### src/rtl/residue_reader_if.sv
// rtl/residue_reader_if.sv - request, memory-read and residue-stream signals of residue_reader
interface residue_reader_if;
  logic        req_valid;
  logic        req_ready;
  logic [12:0] req_mbnumber;
  logic        err;
  logic [12:0] mode_rd_addr;
  logic [2:0]  mode_rd_data;
  logic        res_rd_en;
  logic [15:0] res_rd_addr;
  logic [7:0]  res_rd_data;
  logic        out_valid;
  logic        out_ready;
  logic [2:0]  out_mode;
  logic [7:0]  out_residue;
  logic [3:0]  out_index;
  logic        out_last;
  logic        out_allzero;

  modport slave (
    input  req_valid, req_mbnumber, mode_rd_data, res_rd_data, out_ready,
    output req_ready, err, mode_rd_addr, res_rd_en, res_rd_addr,
           out_valid, out_mode, out_residue, out_index, out_last, out_allzero
  );

  modport master (
    output req_valid, req_mbnumber, mode_rd_data, res_rd_data, out_ready,
    input  req_ready, err, mode_rd_addr, res_rd_en, res_rd_addr,
           out_valid, out_mode, out_residue, out_index, out_last, out_allzero
  );
endinterface

### src/rtl/residue_reader.sv
// rtl/residue_reader.sv - fetch one 4x4 block (mode + 16 residues) and stream it; RES_READER_ALLZERO_EN enables single-beat all-zero blocks
module residue_reader #(
  parameter int unsigned LENGTH  = 256,
  parameter int unsigned WIDTH   = 256,
  parameter int unsigned MBCOUNT = (LENGTH / 4) * (WIDTH / 4)
) (
  input logic             clk,
  input logic             reset,
  residue_reader_if.slave bus
);

  typedef enum logic [1:0] {IDLE, FETCH, CAPT, STREAM} state_e;

  state_e      state_q, state_d;
  logic [12:0] mb_q, mb_d;
  logic [3:0]  k_q, k_d;
  logic [3:0]  idx_q, idx_d;
  logic [2:0]  mode_q, mode_d;
  logic        err_q, err_d;
  logic [15:0] res_addr_q, res_addr_d;
  logic [12:0] mode_addr_q, mode_addr_d;
  logic [7:0]  buf_q [16];
  logic [7:0]  buf_d [16];
`ifdef RES_READER_ALLZERO_EN
  logic [7:0]  or_q, or_d;
`endif

  function automatic logic [15:0] addr_of(input logic [12:0] mb, input logic [3:0] k);
    return 16'((32'(mb) / (WIDTH / 4) * 4 + 32'(k[3:2])) * WIDTH
               + 32'(mb) % (WIDTH / 4) * 4 + 32'(k[1:0]));
  endfunction

  always_ff @(posedge clk or negedge reset) begin
    if (!reset) begin
      state_q     <= IDLE;
      mb_q        <= '0;
      k_q         <= '0;
      idx_q       <= '0;
      mode_q      <= '0;
      err_q       <= 1'b0;
      res_addr_q  <= '0;
      mode_addr_q <= '0;
      for (int i = 0; i < 16; i++) buf_q[i] <= '0;
`ifdef RES_READER_ALLZERO_EN
      or_q        <= '0;
`endif
    end else begin
      state_q     <= state_d;
      mb_q        <= mb_d;
      k_q         <= k_d;
      idx_q       <= idx_d;
      mode_q      <= mode_d;
      err_q       <= err_d;
      res_addr_q  <= res_addr_d;
      mode_addr_q <= mode_addr_d;
      buf_q       <= buf_d;
`ifdef RES_READER_ALLZERO_EN
      or_q        <= or_d;
`endif
    end
  end

  always_comb begin
    state_d     = state_q;
    mb_d        = mb_q;
    k_d         = k_q;
    idx_d       = idx_q;
    mode_d      = mode_q;
    err_d       = 1'b0;
    res_addr_d  = res_addr_q;
    mode_addr_d = mode_addr_q;
    buf_d       = buf_q;
`ifdef RES_READER_ALLZERO_EN
    or_d        = or_q;
`endif

    bus.req_ready    = 1'b0;
    bus.err          = err_q;
    bus.mode_rd_addr = mode_addr_q;
    bus.res_rd_en    = 1'b0;
    bus.res_rd_addr  = res_addr_q;
    bus.out_valid    = 1'b0;
    bus.out_mode     = mode_q;
    bus.out_residue  = buf_q[idx_q];
    bus.out_index    = idx_q;
    bus.out_last     = 1'b0;
    bus.out_allzero  = 1'b0;

    case (state_q)
      IDLE: begin
        bus.req_ready = 1'b1;
        if (bus.req_valid) begin
          if (32'(bus.req_mbnumber) < MBCOUNT) begin
            mb_d        = bus.req_mbnumber;
            k_d         = '0;
            res_addr_d  = addr_of(bus.req_mbnumber, 4'd0);
            mode_addr_d = bus.req_mbnumber;
`ifdef RES_READER_ALLZERO_EN
            or_d        = '0;
`endif
            state_d     = FETCH;
          end else begin
            err_d = 1'b1;
          end
        end
      end
      FETCH: begin
        bus.res_rd_en = 1'b1;
        // Read data lags the strobe by one cycle, so cycle k stores byte k-1.
        if (k_q != 4'd0) begin
          buf_d[k_q - 4'd1] = bus.res_rd_data;
`ifdef RES_READER_ALLZERO_EN
          or_d = or_q | bus.res_rd_data;
`endif
        end
        if (k_q == 4'd1) mode_d = bus.mode_rd_data;
        if (k_q == 4'd15) begin
          state_d = CAPT;
        end else begin
          k_d        = k_q + 4'd1;
          res_addr_d = addr_of(mb_q, k_q + 4'd1);
        end
      end
      CAPT: begin
        buf_d[15] = bus.res_rd_data;
`ifdef RES_READER_ALLZERO_EN
        or_d = or_q | bus.res_rd_data;
`endif
        idx_d   = '0;
        state_d = STREAM;
      end
      STREAM: begin
        bus.out_valid = 1'b1;
        bus.out_last  = (idx_q == 4'd15);
`ifdef RES_READER_ALLZERO_EN
        if (or_q == 8'd0) begin
          bus.out_allzero = 1'b1;
          bus.out_last    = 1'b1;
          bus.out_residue = '0;
          bus.out_index   = '0;
        end
`endif
        if (bus.out_ready) begin
          if (bus.out_last) state_d = IDLE;
          else              idx_d   = idx_q + 4'd1;
        end
      end
      default: state_d = IDLE;
    endcase
  end

endmodule

### src/flat_wrapper.sv
// flat-port wrapper written by rule: the top's interface ports become plain ports
module residue_reader_flat 
#(
  parameter int unsigned LENGTH  = 256,
  parameter int unsigned WIDTH   = 256,
  parameter int unsigned MBCOUNT = (LENGTH / 4) * (WIDTH / 4)
)
  (clk, reset, bus_req_valid, bus_req_mbnumber, bus_mode_rd_data, bus_res_rd_data, bus_out_ready, bus_req_ready, bus_err, bus_mode_rd_addr, bus_res_rd_en, bus_res_rd_addr, bus_out_valid, bus_out_mode, bus_out_residue, bus_out_index, bus_out_last, bus_out_allzero);
  residue_reader_if bus_i ();
  input logic clk;
  input logic reset;
  input wire logic [$bits(bus_i.req_valid)-1:0] bus_req_valid;
  input wire logic [$bits(bus_i.req_mbnumber)-1:0] bus_req_mbnumber;
  input wire logic [$bits(bus_i.mode_rd_data)-1:0] bus_mode_rd_data;
  input wire logic [$bits(bus_i.res_rd_data)-1:0] bus_res_rd_data;
  input wire logic [$bits(bus_i.out_ready)-1:0] bus_out_ready;
  output wire logic [$bits(bus_i.req_ready)-1:0] bus_req_ready;
  output wire logic [$bits(bus_i.err)-1:0] bus_err;
  output wire logic [$bits(bus_i.mode_rd_addr)-1:0] bus_mode_rd_addr;
  output wire logic [$bits(bus_i.res_rd_en)-1:0] bus_res_rd_en;
  output wire logic [$bits(bus_i.res_rd_addr)-1:0] bus_res_rd_addr;
  output wire logic [$bits(bus_i.out_valid)-1:0] bus_out_valid;
  output wire logic [$bits(bus_i.out_mode)-1:0] bus_out_mode;
  output wire logic [$bits(bus_i.out_residue)-1:0] bus_out_residue;
  output wire logic [$bits(bus_i.out_index)-1:0] bus_out_index;
  output wire logic [$bits(bus_i.out_last)-1:0] bus_out_last;
  output wire logic [$bits(bus_i.out_allzero)-1:0] bus_out_allzero;
  assign bus_i.req_valid = bus_req_valid;
  assign bus_i.req_mbnumber = bus_req_mbnumber;
  assign bus_i.mode_rd_data = bus_mode_rd_data;
  assign bus_i.res_rd_data = bus_res_rd_data;
  assign bus_i.out_ready = bus_out_ready;
  assign bus_req_ready = bus_i.req_ready;
  assign bus_err = bus_i.err;
  assign bus_mode_rd_addr = bus_i.mode_rd_addr;
  assign bus_res_rd_en = bus_i.res_rd_en;
  assign bus_res_rd_addr = bus_i.res_rd_addr;
  assign bus_out_valid = bus_i.out_valid;
  assign bus_out_mode = bus_i.out_mode;
  assign bus_out_residue = bus_i.out_residue;
  assign bus_out_index = bus_i.out_index;
  assign bus_out_last = bus_i.out_last;
  assign bus_out_allzero = bus_i.out_allzero;
  residue_reader #(.LENGTH(LENGTH), .WIDTH(WIDTH), .MBCOUNT(MBCOUNT)) u_core (.clk(clk), .reset(reset), .bus(bus_i));
endmodule
### config.mk
export PLATFORM = sky130hd
export DESIGN_NAME = residue_reader_flat
export DESIGN_NICKNAME = d
export VERILOG_FILES = /design/src/rtl/residue_reader_if.sv /design/src/rtl/residue_reader.sv /design/src/flat_wrapper.sv
export SDC_FILE = /design/constraint.sdc
export NUM_CORES = 1
export LEC_CHECK = 0
export ABC_CLOCK_PERIOD_IN_PS = 6200
export CAP_MARGIN = 15
export CORE_UTILIZATION = 54
export CTS_CLUSTER_DIAMETER = 30
export DETAILED_ROUTE_END_ITERATION = 10
export GPL_TIMING_DRIVEN = 0
export PLACE_DENSITY = 0.76
export SLEW_MARGIN = 20
export SYNTH_ARGS = -nofsm -noshare
export SYNTH_HDL_FRONTEND = slang
export SYNTH_SLANG_ARGS = --single-unit
### constraint.sdc
create_clock -name clk -period 6.2 [get_ports clk]
set_input_delay 1.24 -clock clk [delete_from_list [all_inputs] [get_ports clk]]
set_output_delay 1.24 -clock clk [all_outputs]
set_load 0.005 [all_outputs]
======== After elaboration in Yosys (flattened, before gate mapping) ========
Index checks and enable logic that the tools add are counted.
W data, S select, Z words.
cells by class
  add/sub/neg operators ................... 7
  bitwise logic cells ..................... 2
  reduce and logical (&&, ||, !) cells .... 13
  magnitude comparators ................... 4
  mux-type cells .......................... 32
  equality and inequality tests ........... 14
operators with widths
  operator                number
  $bwmux W128             1
  $mux W16                3
  $add A16 B8 Y16         2
  $bmux W8 S4             1
  $demux W8 S4            1
  $mux W8                 4
  $pmux W16 S2            1
  $mux W4                 5
  $add A16 B2 Y16         1
  $pmux W4 S2             2
  $pmux W8 S2             1
  $lt A13 B13 Y1 const B  1
  $ge A5 B5 Y1 const B    2
  $mux W2                 5
  $not A4 Y5              2
  $add A4 B1 Y4 const B   2
  $add A8 B2 Y8           1
  $eq A4 B4 Y1 const B    2
  $ne A2 B1 Y1 const B    4
  $ne A2 B2 Y1 const B    4
  $pmux W2 S4             1
  $mux W1                 7
  $reduce_and A2 Y1       3
  $reduce_and A3 Y1       2
  11 further kinds        14
storage, ports and cells
  input bits .............................. 28
  flip-flop bits (word level) ............. 171
  output and inout bits ................... 50
  logic and storage cells ................. 95

======== Depth between registers and ports, before layout ========
  depth after elaboration ................. 9
  gate-level depth with buffers ........... 8
  gate-level depth less buffers ........... 6

======== Least setup slack after synthesis ========
Ideal clock, no wire load.
  path kind ............................... reg-to-output
  from .................................... register u_core.idx_q[0], in the netlist u_core.bus.out_index[0]
  to ...................................... output bus_out_residue[0]
  cell stages (with the launch flop) ...... 6
  setup slack ............................. 3.281 ns
  required time ........................... 4.960 ns
  buffers on the path ..................... 2
  arrival time ............................ 1.679 ns
  cells stage by stage .................... dfrtp_1 > buf_2 > buf_2 > mux4_2 > a22oi_1 > nand2_1
on the way
  cells in the longest elaborated chain, start to end .. 4
ends and longest elaborated chain
  element                                      RTL line              text
  start, declared                              residue_reader.sv:17  logic [3:0] idx_q, idx_d;
  start signal, assigned                       residue_reader.sv:51  idx_q <= idx_d;
  $not A4 Y5 (implied by the code)             residue_reader.sv:84  bus.out_residue = buf_q[idx_q];
  $bmux W8 S4                                  residue_reader.sv:84
  $mux W8 (implied by the code) (2 in series)  residue_reader.sv:84
  end, declared                                flat_wrapper.sv:24    output wire logic [$bits(bus_i.out_residue)-1:0] bus_out_residue;
No other way between the ends. The select of a mux whose other input is x is not followed.

======== Final worst setup path ========
  from .................................... register u_core.idx_q[1], in the netlist u_core.bus.out_index[1]
  to ...................................... output bus_out_residue[3]
The elaborated chain is that of the path after synthesis.

==> reports/results.env <==
SYNTH_SEQ_AREA_SHARE=0.527
GR-USAGE-ALL-LAYERS=0.260
CP-START-KIND='flip-flop'
NUM_VIAS=4940
ANTENNA_CELLS_INSERTED=0
TIMING.CRITICAL_PATH.MAX_DELAY_FAMILY='buffers and inverters'
GRT_START_MAX_NET_PINS=108
ASYNC_RESET_FF_FRAC=1.00
PORT_BUFFERS=76
SYNTH_FF_TYPE='dfrtp_1'
CRIT_PATH_REQUIRED_TIME_NS=4.96
OUTCOME='completed'
SETUP-VIOLATIONS-FINAL=0
MIN_PERIOD_NS=4.32
CTS_RESIZED=0
SYNTHTOLAYOUTAREAGROWTH_PCT=20.4
VIAS_IN_THE_FIRST_GLOBAL_ROUTE=5217
CTS_BUFFERS=17
CLOCK_INSERTION_DELAY_WORST_SKEW_NS=0.43
CTS_SETUP_BUFFERS=0
SLEW_HEADROOM=0.450
CRITPATHMAXFANOUT=10
SETUP-TNS-FINAL_NS=0
HPWLAFTERDP_UM=12600
FINAL_HOLD_VIOL_COUNT=0
CRIT_PATH_END_KIND='output port'
DIE_AREA_UM2=15200
INITIAL_UTILIZATION=0.563
FMAX_GHz=0.232
FLOORPLAN.IO_PINS=78
CP_CELL_SEQUENCE='buf_2 > buf_1 > mux4_2 > a22oi_1 > nand2_1 > clkdlybuf4s50_1'
MAX_CAP_VIOL_COUNT=0
POST_ROUTE_CELLS_DRIVE_ABOVE_1_SHARE=0.366
FIN_WORST_SKEW_NS=0.00554
SYN_NETS=582
ANTENNA_FOUND_INITIAL=0
MAX_STAGE_DELAY_NS=0.67
CLKTRANSATPATHREGS_NS=0.06
SYNTH.FF_LATCH_COUNT=167
DIE_Y_UM=123
LEAKAGEPOWER_nW=4.14
CRIT_ARRIVAL_NS=3.08
WIRE_LENGTH_OF_THE_FIRST_GLOBAL_ROUTING_PASS_UM=28700
DETAIL_ROUTE.FIRST_PASS.ITERATIONS=5
DRT_ITER0_DRC=260
HOLD_WS_NS=0.490
DRC_ERRORS=0
TRITONCTS_NUM_SINKS=167
POST_DRT_WL_PER_CELL_UM=21.6
NETLIST_INSTANCES=542
FINAL.PERIOD_UTILIZATION=0.696
HOLD_PATH_CLASS='reg -> reg'
POWER_DENSITY_nW_PER_UM2=521
CTS.ROOT.BUFFER_CELL='clkbuf_16'
DIE_W_UM=123
CORE.ROWCOUNT=43
TRITONCTS_CLOCK_TREE='done'
VDD_IR_MAX_uV=288
GLOBALROUTEOVERFLOWTOTAL=0
TIMING_MAX_TRANSITION_VIOLATIONS_FINAL=0
SYNTHTOPCELLSBYAREA='dfrtp_1 (53%), mux2_2 (19%), mux4_2 (9.1%)'
COUNT_OF_NETS_LEFT_WITH_ANTENNA_VIOLATIONS_AFTER_DETAIL_ROUTING=0
POST_LAYOUT_NET_COUNT=678
CLK_PATH_BUF_DEPTH=2
SYNTH_TOP_AREA_FRAC=0.527
SYNTH_CELL_TYPES=50
CTS_MAX_LEVEL=4
SYNTH_ENABLE_FLOP_CELLS=0
CRIT_TYPE='reg -> out'
NETLIST_AREA_UM2=7930
DETAIL_ROUTE.VIAS_PER_CELL=5.94
CTS.HOLD.BUFFERS_ADDED=0
COREAREA_UM2=14100
TOTALWIRELENGTH_UM=18000
CRIT_BUF_INV=3
SYNTH.YOSYS.WARNINGS=0
P_TOTAL_W=0.00498
UNREPAIRED_SETUP_ENDPOINTS_AFTER_GLOBAL_ROUTING='false'
CPMAXSTAGEDELAYCELL='buf_1'
GLOBAL_PLACER_S_FINAL_WEIGHTED_CONGESTION=0.832
SYNTHDOMINANTAREACELLTYPE='dfrtp_1'
FILL_CELLS=1006
SYNTHESIS.AREA_PER_INSTANCE_UM2=14.6
MAX_SLEW.WORST_PIN.SLEW_NS=0.825
-- report_power, final --
group / switching [W] / internal [W] / leakage [nW]
clock network: 0.000417 / 0.000666 / 0.292
registers: 0.000288 / 0.00160 / 2.08
logic: 0.000880 / 0.00113 / 1.76
total: 0.00159 / 0.00339 / 4.14
-- Yosys cell counts (all sizes together) (2+ instances only) --
master	count
dfrtp	167
mux2	144
mux4	32
nand2	30
mux2i	16
nor2	16
o21ai	16
buf	15
clkbuf	13
ha	12
a22oi	11
a21oi	8
nand2b	8
inv	7
nand3	6
nor3	6
o22ai	6
and2	4
and3	4
nand4	4
o21a	2
or2	2
-- layout by cell type (no fill, tap or decap), drive strengths merged, types with 2 or more instances in the layout --
master         instances
inv                    8
mux2                 144
nand2                 30
clkbuf                38
nor2                  16
or2                    2
a21oi                  8
o21ai                 16
dfrtp                167
nand2b                 8
and2                   4
a22oi                 11
o21a                   2
clkinv                 2
mux4                  32
nand4                  4
nand3                  6
clkdlybuf4s50         75
ha                    12
nor3                   6
bufinv                 3
and3                   4
mux2i                 16
o22ai                  6
buf                   17
-- worst paths after layout --
check | from | end | slack (ns) | cells past startpoint
worst max-delay path | u_core.bus.out_index[1] | bus_out_residue[3] | 1.88 | 6
worst min-delay path | u_core.bus.res_rd_addr[5] | u_core.bus.res_rd_addr[5] | 0.49 | 2
worst max register to register | u_core.k_q[0] | u_core.buf_q[115] | 3.54 | 7
worst min register to register | u_core.bus.res_rd_addr[5] | u_core.bus.res_rd_addr[5] | 0.49 | 2
max in group asynchronous | reset | u_core.buf_q[49] | 4.62 | 2
min in group asynchronous | reset | u_core.buf_q[114] | 0.73 | 1
-- registers in the layout, summed over array words and instances, names as in the netlist --
name                    flops
u_core.buf_q              128
u_core.bus.res_rd_addr     13
u_core.mb_q                13
u_core.bus.out_index        4
u_core.bus.out_mode         3
u_core.k_q                  3
u_core.state_q              2
u_core.bus.err              1
-- worst register-to-register path, stage by stage, from the launching register on --
cell and delay [ns]:
dfrtp_1 0.46, buf_2 0.24, inv_1 0.13, ha_1 0.32, or2_1 0.28, o32a_4 0.49
nor2_8 0.29, mux2_4 0.33
-- layer usage --
metal	vias up	GRT usage	wire length, um
met5	-	0	0
met4	0	0.0828	303
met3	27	0.0775	1080
met2	120	0.410	8860
met1	2597	0.347	7740
li1	2196	-	-
-- final cells by class --
class | instances | area [um^2] | share of cell area
Tap cell | 180 | 225 | 0.0236
Sequential cell | 167 | 4180 | 0.437
Timing Repair Buffer | 77 | 793 | 0.0830
Buffer | 28 | 134 | 0.0140
Clock buffer | 25 | 485 | 0.0508
Clock inverter | 7 | 116 | 0.0122
Multi-Input combinational cell | 340 | 3590 | 0.376
Inverter | 7 | 26.3 | 0.00275
-- stage by stage --
step,setup slack (ns),cells,utilization,cell area (um^2)
after floorplan,3.28,542,-,7930
after global placement,-2.60,798,0.633,8920
after detailed placement,2.35,799,0.635,8950
after CTS,1.85,831,0.678,9550
after global routing,1.77,831,0.678,9550
final,1.88,831,0.678,9550
-- cells by family after synthesis --
group                      after synthesis  share of synthesized area
muxes                                  192                      0.319
DFF                                    167                      0.527
and+or+nand+nor                         84                     0.0651
AOI/OAI and AO/OA                       50                     0.0483
buffers and inverters                   35                     0.0202
adders and majority gates               12                     0.0189
other                                    1                   0.000473
xor gates and xnor gates                 1                    0.00110
No activity file was read; power rests on OpenSTA's default activity.
